===== config.mk =====
export PLATFORM = sky130hd
export DESIGN_NAME = hyperbus_ctrl
export DESIGN_NICKNAME = d
export VERILOG_FILES = /design/src/rtl/hyperbus_ctrl.sv
export SDC_FILE = /design/constraint.sdc
export NUM_CORES = 1
export LEC_CHECK = 0
export CAP_MARGIN = 15
export CORE_ASPECT_RATIO = 0.7
export CORE_UTILIZATION = 45
export DETAILED_ROUTE_END_ITERATION = 8
export GPL_TIMING_DRIVEN = 0
export HOLD_SLACK_MARGIN = 0.03
export PLACE_DENSITY = 0.73
export SYNTH_ARGS = -nofsm -noshare
export SYNTH_HDL_FRONTEND = slang
export SYNTH_SLANG_ARGS = --single-unit

===== constraint.sdc =====
create_clock -name clk -period 4.3 [get_ports clk]
set_clock_uncertainty 0.05 [all_clocks]
set_input_delay 0.86 -clock clk [delete_from_list [all_inputs] [get_ports clk]]
set_output_delay 0.86 -clock clk [all_outputs]
set_load 0.01 [all_outputs]

===== src/rtl/hyperbus_ctrl.sv =====
// hyperbus_ctrl
//   HyperBus transaction controller on the hbus clock domain. Turns native
//   word requests (rrq/wrq + address + 16-bit data) into HyperBus
//   transactions: CS#, 48-bit command-address, initial latency, burst data.
//   A DDR I/O shim downstream packs/unpacks two DQ bytes per clk and drives
//   CK while ck_en is high.
//
// Ports
//   clk, rst            controller clock, asynchronous active-high reset
//   adr_i               word address, sampled when a transaction starts
//   dat_i / ready       write word; ready pulses the cycle after a word is
//                       taken (dq_o shows that word in the same cycle)
//   dat_o / valid       read word; valid pulses one cycle after dq_valid
//   busy                transaction in progress (CS# low or CS# hold time)
//   err                 one-cycle pulse on read timeout abort
//   cs_n, ck_en         chip select (active low), CK enable for the shim
//   dq_o, dq_oe         {rising, falling} DQ bytes and output enable
//   rwds_o, rwds_oe     write byte mask {rising, falling}, 1 = masked
//   rwds_i              RWDS level in CA, 1 = double initial latency
//   dq_i, dq_valid      captured read word from the shim and its strobe
module hyperbus_ctrl #(
    parameter int ADDR_WIDTH = 32,
    parameter int DATA_WIDTH = 16,
    parameter int LATENCY    = 6,
    parameter int CSHI       = 2,
    parameter int RD_TIMEOUT = 32
) (
    input  logic                  clk,
    input  logic                  rst,
    input  logic [ADDR_WIDTH-1:0] adr_i,
    input  logic [DATA_WIDTH-1:0] dat_i,
    output logic [DATA_WIDTH-1:0] dat_o,
    input  logic                  rrq,
    input  logic                  wrq,
    output logic                  ready,
    output logic                  valid,
    output logic                  busy,
    output logic                  err,
    output logic                  cs_n,
    output logic                  ck_en,
    output logic [DATA_WIDTH-1:0] dq_o,
    output logic                  dq_oe,
    output logic [1:0]            rwds_o,
    output logic                  rwds_oe,
    input  logic                  rwds_i,
    input  logic [DATA_WIDTH-1:0] dq_i,
    input  logic                  dq_valid
);

    localparam int LAT_W = $clog2(2 * LATENCY + 1);
    localparam int TO_W  = $clog2(RD_TIMEOUT + 1);
    localparam int END_W = $clog2(CSHI + 1);

    localparam logic [LAT_W-1:0] LAT_SHORT = LAT_W'(LATENCY - 1);
    localparam logic [LAT_W-1:0] LAT_LONG  = LAT_W'(2 * LATENCY - 1);
    localparam logic [TO_W-1:0]  TO_LAST   = TO_W'(RD_TIMEOUT - 1);
    localparam logic [END_W-1:0] END_INIT  = END_W'(CSHI - 1);

    typedef enum logic [2:0] {
        S_IDLE,
        S_CA,
        S_LAT,
        S_WR,
        S_RD,
        S_END
    } state_t;

    state_t                state_q, state_d;
    logic [31:0]           adr_q, adr_d;
    logic                  dir_q, dir_d;        // 1 = read
    logic                  lat2_q, lat2_d;      // double latency selected
    logic [1:0]            ca_cnt_q, ca_cnt_d;  // index of CA word on the bus
    logic [LAT_W-1:0]      lat_cnt_q, lat_cnt_d;
    logic [TO_W-1:0]       to_cnt_q, to_cnt_d;
    logic [END_W-1:0]      end_cnt_q, end_cnt_d;
    logic                  wr_term_q, wr_term_d; // masked closing word on bus

    logic                  cs_n_q, cs_n_d;
    logic                  ck_en_q, ck_en_d;
    logic [DATA_WIDTH-1:0] dq_o_q, dq_o_d;
    logic                  dq_oe_q, dq_oe_d;
    logic [1:0]            rwds_o_q, rwds_o_d;
    logic                  rwds_oe_q, rwds_oe_d;
    logic                  ready_q, ready_d;
    logic                  valid_q, valid_d;
    logic                  busy_q, busy_d;
    logic                  err_q, err_d;
    logic [DATA_WIDTH-1:0] dat_o_q, dat_o_d;

    logic [31:0]           adr_in32;
    logic                  go_end;

    assign adr_in32 = 32'(adr_i);

    // Command-address word idx (0 = CA[47:32], MSB first).
    function automatic logic [15:0] ca_word(input logic       dir,
                                            input logic [31:0] a,
                                            input logic [1:0]  idx);
        case (idx)
            2'd0:    return {dir, 1'b0, 1'b1, a[31:19]};
            2'd1:    return a[18:3];
            default: return {13'b0, a[2:0]};
        endcase
    endfunction

    always_comb begin
        state_d   = state_q;
        adr_d     = adr_q;
        dir_d     = dir_q;
        lat2_d    = lat2_q;
        ca_cnt_d  = ca_cnt_q;
        lat_cnt_d = lat_cnt_q;
        to_cnt_d  = to_cnt_q;
        end_cnt_d = end_cnt_q;
        wr_term_d = wr_term_q;
        cs_n_d    = cs_n_q;
        ck_en_d   = ck_en_q;
        dq_o_d    = dq_o_q;
        dq_oe_d   = dq_oe_q;
        rwds_o_d  = rwds_o_q;
        rwds_oe_d = rwds_oe_q;
        busy_d    = busy_q;
        dat_o_d   = dat_o_q;
        ready_d   = 1'b0;
        valid_d   = 1'b0;
        err_d     = 1'b0;
        go_end    = 1'b0;

        case (state_q)
            S_IDLE: begin
                if (rrq || wrq) begin
                    state_d  = S_CA;
                    adr_d    = adr_in32;
                    dir_d    = rrq;
                    cs_n_d   = 1'b0;
                    busy_d   = 1'b1;
                    ck_en_d  = 1'b1;
                    dq_oe_d  = 1'b1;
                    dq_o_d   = ca_word(rrq, adr_in32, 2'd0);
                    ca_cnt_d = 2'd0;
                end
            end
            S_CA: begin
                case (ca_cnt_q)
                    2'd0: begin
                        lat2_d   = rwds_i;
                        dq_o_d   = ca_word(dir_q, adr_q, 2'd1);
                        ca_cnt_d = 2'd1;
                    end
                    2'd1: begin
                        dq_o_d   = ca_word(dir_q, adr_q, 2'd2);
                        ca_cnt_d = 2'd2;
                    end
                    default: begin
                        state_d   = S_LAT;
                        dq_oe_d   = 1'b0;
                        dq_o_d    = '0;
                        lat_cnt_d = lat2_q ? LAT_LONG : LAT_SHORT;
                    end
                endcase
            end
            S_LAT: begin
                if (lat_cnt_q == '0) begin
                    if (dir_q) begin
                        state_d  = S_RD;
                        to_cnt_d = '0;
                    end else begin
                        state_d   = S_WR;
                        dq_oe_d   = 1'b1;
                        rwds_oe_d = 1'b1;
                        rwds_o_d  = 2'b00;
                        dq_o_d    = '0;
                        wr_term_d = 1'b0;
                    end
                end else begin
                    lat_cnt_d = lat_cnt_q - LAT_W'(1);
                end
            end
            S_WR: begin
                // The masked closing word stays on the bus for one cycle
                // with the output enables still on, then CS# rises.
                if (wr_term_q) begin
                    go_end = 1'b1;
                end else if (wrq) begin
                    dq_o_d  = dat_i;
                    ready_d = 1'b1;
                end else begin
                    rwds_o_d  = 2'b11;
                    wr_term_d = 1'b1;
                end
            end
            S_RD: begin
                if (!rrq) begin
                    go_end = 1'b1;
                end else if (dq_valid) begin
                    dat_o_d  = dq_i;
                    valid_d  = 1'b1;
                    to_cnt_d = '0;
                end else if (to_cnt_q == TO_LAST) begin
                    err_d  = 1'b1;
                    go_end = 1'b1;
                end else begin
                    to_cnt_d = to_cnt_q + TO_W'(1);
                end
            end
            S_END: begin
                if (end_cnt_q == '0) begin
                    state_d = S_IDLE;
                    busy_d  = 1'b0;
                end else begin
                    end_cnt_d = end_cnt_q - END_W'(1);
                end
            end
            default: begin
                state_d = S_IDLE;
            end
        endcase

        if (go_end) begin
            state_d   = S_END;
            cs_n_d    = 1'b1;
            ck_en_d   = 1'b0;
            dq_oe_d   = 1'b0;
            rwds_oe_d = 1'b0;
            dq_o_d    = '0;
            rwds_o_d  = 2'b00;
            end_cnt_d = END_INIT;
        end
    end

    always_ff @(posedge clk or posedge rst) begin
        if (rst) begin
            state_q   <= S_IDLE;
            adr_q     <= '0;
            dir_q     <= 1'b0;
            lat2_q    <= 1'b0;
            ca_cnt_q  <= '0;
            lat_cnt_q <= '0;
            to_cnt_q  <= '0;
            end_cnt_q <= '0;
            wr_term_q <= 1'b0;
            cs_n_q    <= 1'b1;
            ck_en_q   <= 1'b0;
            dq_o_q    <= '0;
            dq_oe_q   <= 1'b0;
            rwds_o_q  <= 2'b00;
            rwds_oe_q <= 1'b0;
            ready_q   <= 1'b0;
            valid_q   <= 1'b0;
            busy_q    <= 1'b0;
            err_q     <= 1'b0;
            dat_o_q   <= '0;
        end else begin
            state_q   <= state_d;
            adr_q     <= adr_d;
            dir_q     <= dir_d;
            lat2_q    <= lat2_d;
            ca_cnt_q  <= ca_cnt_d;
            lat_cnt_q <= lat_cnt_d;
            to_cnt_q  <= to_cnt_d;
            end_cnt_q <= end_cnt_d;
            wr_term_q <= wr_term_d;
            cs_n_q    <= cs_n_d;
            ck_en_q   <= ck_en_d;
            dq_o_q    <= dq_o_d;
            dq_oe_q   <= dq_oe_d;
            rwds_o_q  <= rwds_o_d;
            rwds_oe_q <= rwds_oe_d;
            ready_q   <= ready_d;
            valid_q   <= valid_d;
            busy_q    <= busy_d;
            err_q     <= err_d;
            dat_o_q   <= dat_o_d;
        end
    end

    assign cs_n    = cs_n_q;
    assign ck_en   = ck_en_q;
    assign dq_o    = dq_o_q;
    assign dq_oe   = dq_oe_q;
    assign rwds_o  = rwds_o_q;
    assign rwds_oe = rwds_oe_q;
    assign ready   = ready_q;
    assign valid   = valid_q;
    assign busy    = busy_q;
    assign err     = err_q;
    assign dat_o   = dat_o_q;

endmodule


==> metrics.md <==
| Metric | Value |
|---|---|
| Status | `completed` |
| DRT Pass-1 Iters | `5` |
| Post-Syn Nets | `between 400 and 500` |
| Clock sink total | `80` |
| Pre-CTS WS | `0.980 ns` |
| Worst VDD drop | `between 300 and 400 uV` |
| DRC Markers | `0` |
| Ports | `112` |
| Clock latency on the worst-skew pair | `~0.34 ns` |
| Cells after Synth | `415` |
| N_diodes | `0` |
| Final nets | `a little over 600` |
| Gr usage total | `25.2%` |
| Vias in the first global route | `3539` |
| Detail Placement HPWL | `8330 um` |
| Initial DRC Count | `259` |
| Post-CTS sizing | `0` |
| Hold Worst Slack | `0.425 ns` |
| Post-CTS Hold Buffers | `0` |
| Syn. warnings | `0` |
| ANT nets after route | `0` |
| CP arrival | `3.16 ns` |
| Met2 GRT Util | `a little over a third` |
| Critical path capture point type | `flop` |
| Number of synthesized register bits | `80` |
| R2R Setup Slk | `around 1.9 ns` |
| Initial antenna violation count | `0` |
| Async S/R FF share, synth | `100%` |
| Fmax | `between 300 and 400 MHz` |
| Clk slew on worst S/H paths | `0.06 ns` |
| Slew Limit Headroom | `between 40% and 50%` |
| Main synth FF type | `dfrtp_1` |
| Most common cell in the netlist | `dfrtp_1` |
| Routed WL per cell | `17.0 um` |
| Max Slew Vio Count | `0` |
| Fillers | `729` |
| Leak pwr | `2.36 nW` |
| Hold Path Class | `flop to flop` |
| CP Class | `primary input to flop` |
| Mean area per synthesized cell | `9.82 sq um` |
| RePlAce Congestion | `~0.86` |
| Grt met1 use | `36.2%` |
| Final setup viols | `0` |
| Die ar. | `9450 sq um` |
| Total gr overflow | `0` |
| First-pass GRT wire length | `17700 um` |
| CTS max path bufs | `2` |
| Mapped Area | `4080 sq um` |
| Final period utilization | `69.5%` |
| Top post-synthesis cells by area | `dfrtp_1 49%, nand2_1 7.1%, mux2_2 6.1%` |
| Core area | `approximately 8600 sq um` |
| Vias | `3716` |
| Root Buffer Master | `clkbuf_16` |
| Worst EP required | `around 4.5 ns` |
| Post-route minimum period | `roughly 3.0 ns` |
| CP Launch Type | `primary input` |
| Setup TNS | `0 ns` |
| Post-synth EDFFs | `0` |
| Post-route setup slack | `1.31 ns` |
| Unique masters post-synth | `57` |
| Register area share after synthesis | `49.2%` |
| Htree depth | `3` |
| Fin. Hold Viols | `0` |
| Detailed Route WL | `about 11000 um` |
| Synth top cells by count | `79 x dfrtp_1, 77 x nand2_1, 27 x a21oi_1` |
| CTS Buf Count | `9` |
| Area leader, netlist | `dfrtp_1` |
| Share of cells above drive strength 1 | `12.0%` |
| Met3 Usage GRT | `7.97%` |
| Yosys top cell area share | `between 40% and 50%` |
| Syn-to-layout area delta | `39.6%` |
| Initial Util | `47.3%` |
| Post-CTS Setup Inserts | `0` |
| Vias/cell | `5.60` |
| Worst-margin pin slew | `0.837 ns` |
| RSZ-0062 raised after global routing | `no` |
| Die W | `116 um` |
| Maximum Capacitance Violations | `0` |
| Largest net degree at the start of global routing | `73` |
| Buffers added on ports | `roughly 110` |
| CP max FO | `10` |
| Die height | `81.6 um` |
| # rows | `28` |
| Pwr dens | `723 nW/um^2` |
| Global-route layer with the greatest usage | `met2` |
| CTS tree | `done` |
-- where the power goes --
part / internal (mW) / switching, mW
Sequential: 1.09 / 0.202
Clock: 0.524 / 0.304
Combinational: 0.942 / 1.05
Total: 2.56 / 1.55
-- state kept, by name, indices dropped and copies added (netlist names), 2 cells and up --
register,cells
adr_q,19
dat_o,16
dq_o,16
to_cnt_q,6
lat_cnt_q,4
state_q,3
ca_cnt_q,2
end_cnt_q,2
-- cells by family (layout without fill, tap and decap cells) --
| logic type | count (synthesis) | in the layout | share of synthesized area, % |
|---|---|---|---|
| multiplexers | 23 | 23 | 6.32 |
| buffers and inverters | 44 | 172 | 5.22 |
| adder cells (fa/ha/maj) | 3 | 3 | 0.921 |
| AND/OR/NAND/NOR | 152 | 152 | 19.4 |
| AO/OA/AOI/OAI | 113 | 113 | 19.0 |
| flip-flops | 80 | 80 | 49.2 |
-- layer usage --
layer	up-vias	wire (um)
li1	1745	-
met1	1788	5340
met2	171	4870
met3	12	920
met4	0	116
met5	-	0
-- placed cells by master (no fill, tap or decap), types with 7 or more instances in the layout --
cell type          n
nand2_1           77
o2111ai_1         11
o211ai_1          11
mux2_2            22
clkdlybuf4s50_1  111
clkbuf_16          9
buf_2              8
nand2b_1          16
nand4b_1          11
nor3_1             7
a211oi_1           7
o21ai_0           22
clkbuf_1          19
dfrtp_1           79
nor2_1            13
inv_1              9
a21oi_1           27
-- path summary, 6_finish.rpt --
check	cells past startpoint	from	to
hold / removal	2	adr_q[4]	adr_q[4]
setup / recovery	6	rrq	dat_o[2]
hold reg to reg	2	adr_q[4]	adr_q[4]
max in group asynchronous	3	rst	cs_n
setup reg to reg	7	lat_cnt_q[0]	dq_o[15]
min in group asynchronous	2	rst	dat_o[8]
-- stage by stage --
stage | cells | utilization, % | power [mW] | cell area, sq um
3_5_place_dp | 647 | 62.3 | 3.26 | 5370
6_report | 663 | 66.0 | 4.11 | 5690
5_1_grt | 663 | 66.0 | 4.38 | 5690
2_1_floorplan | 415 | - | 2.48 | 4080
3_3_place_gp | 646 | 61.9 | 3.20 | 5340
4_1_cts | 663 | 66.0 | 4.11 | 5690
-- layout make-up --
type / count / area, sq um / share of cell area, %
multi-input combinational: 291 / 1860 / 32.7
buffer: 34 / 175 / 3.08
inverter: 10 / 40.0 / 0.704
clock buffer: 11 / 243 / 4.27
clock inverter: 5 / 81.3 / 1.43
timing repair buffer: 112 / 1140 / 20.0
tap: 120 / 150 / 2.64
sequential: 80 / 2000 / 35.2
-- critical path: stages --
cell	delay [ns]
clkdlybuf4s50_1	0.51
clkbuf_1	0.44
nand2_1	0.13
nor3_2	0.49
buf_2	0.36
mux2_2	0.36
No activity file was read; power rests on OpenSTA's default activity.
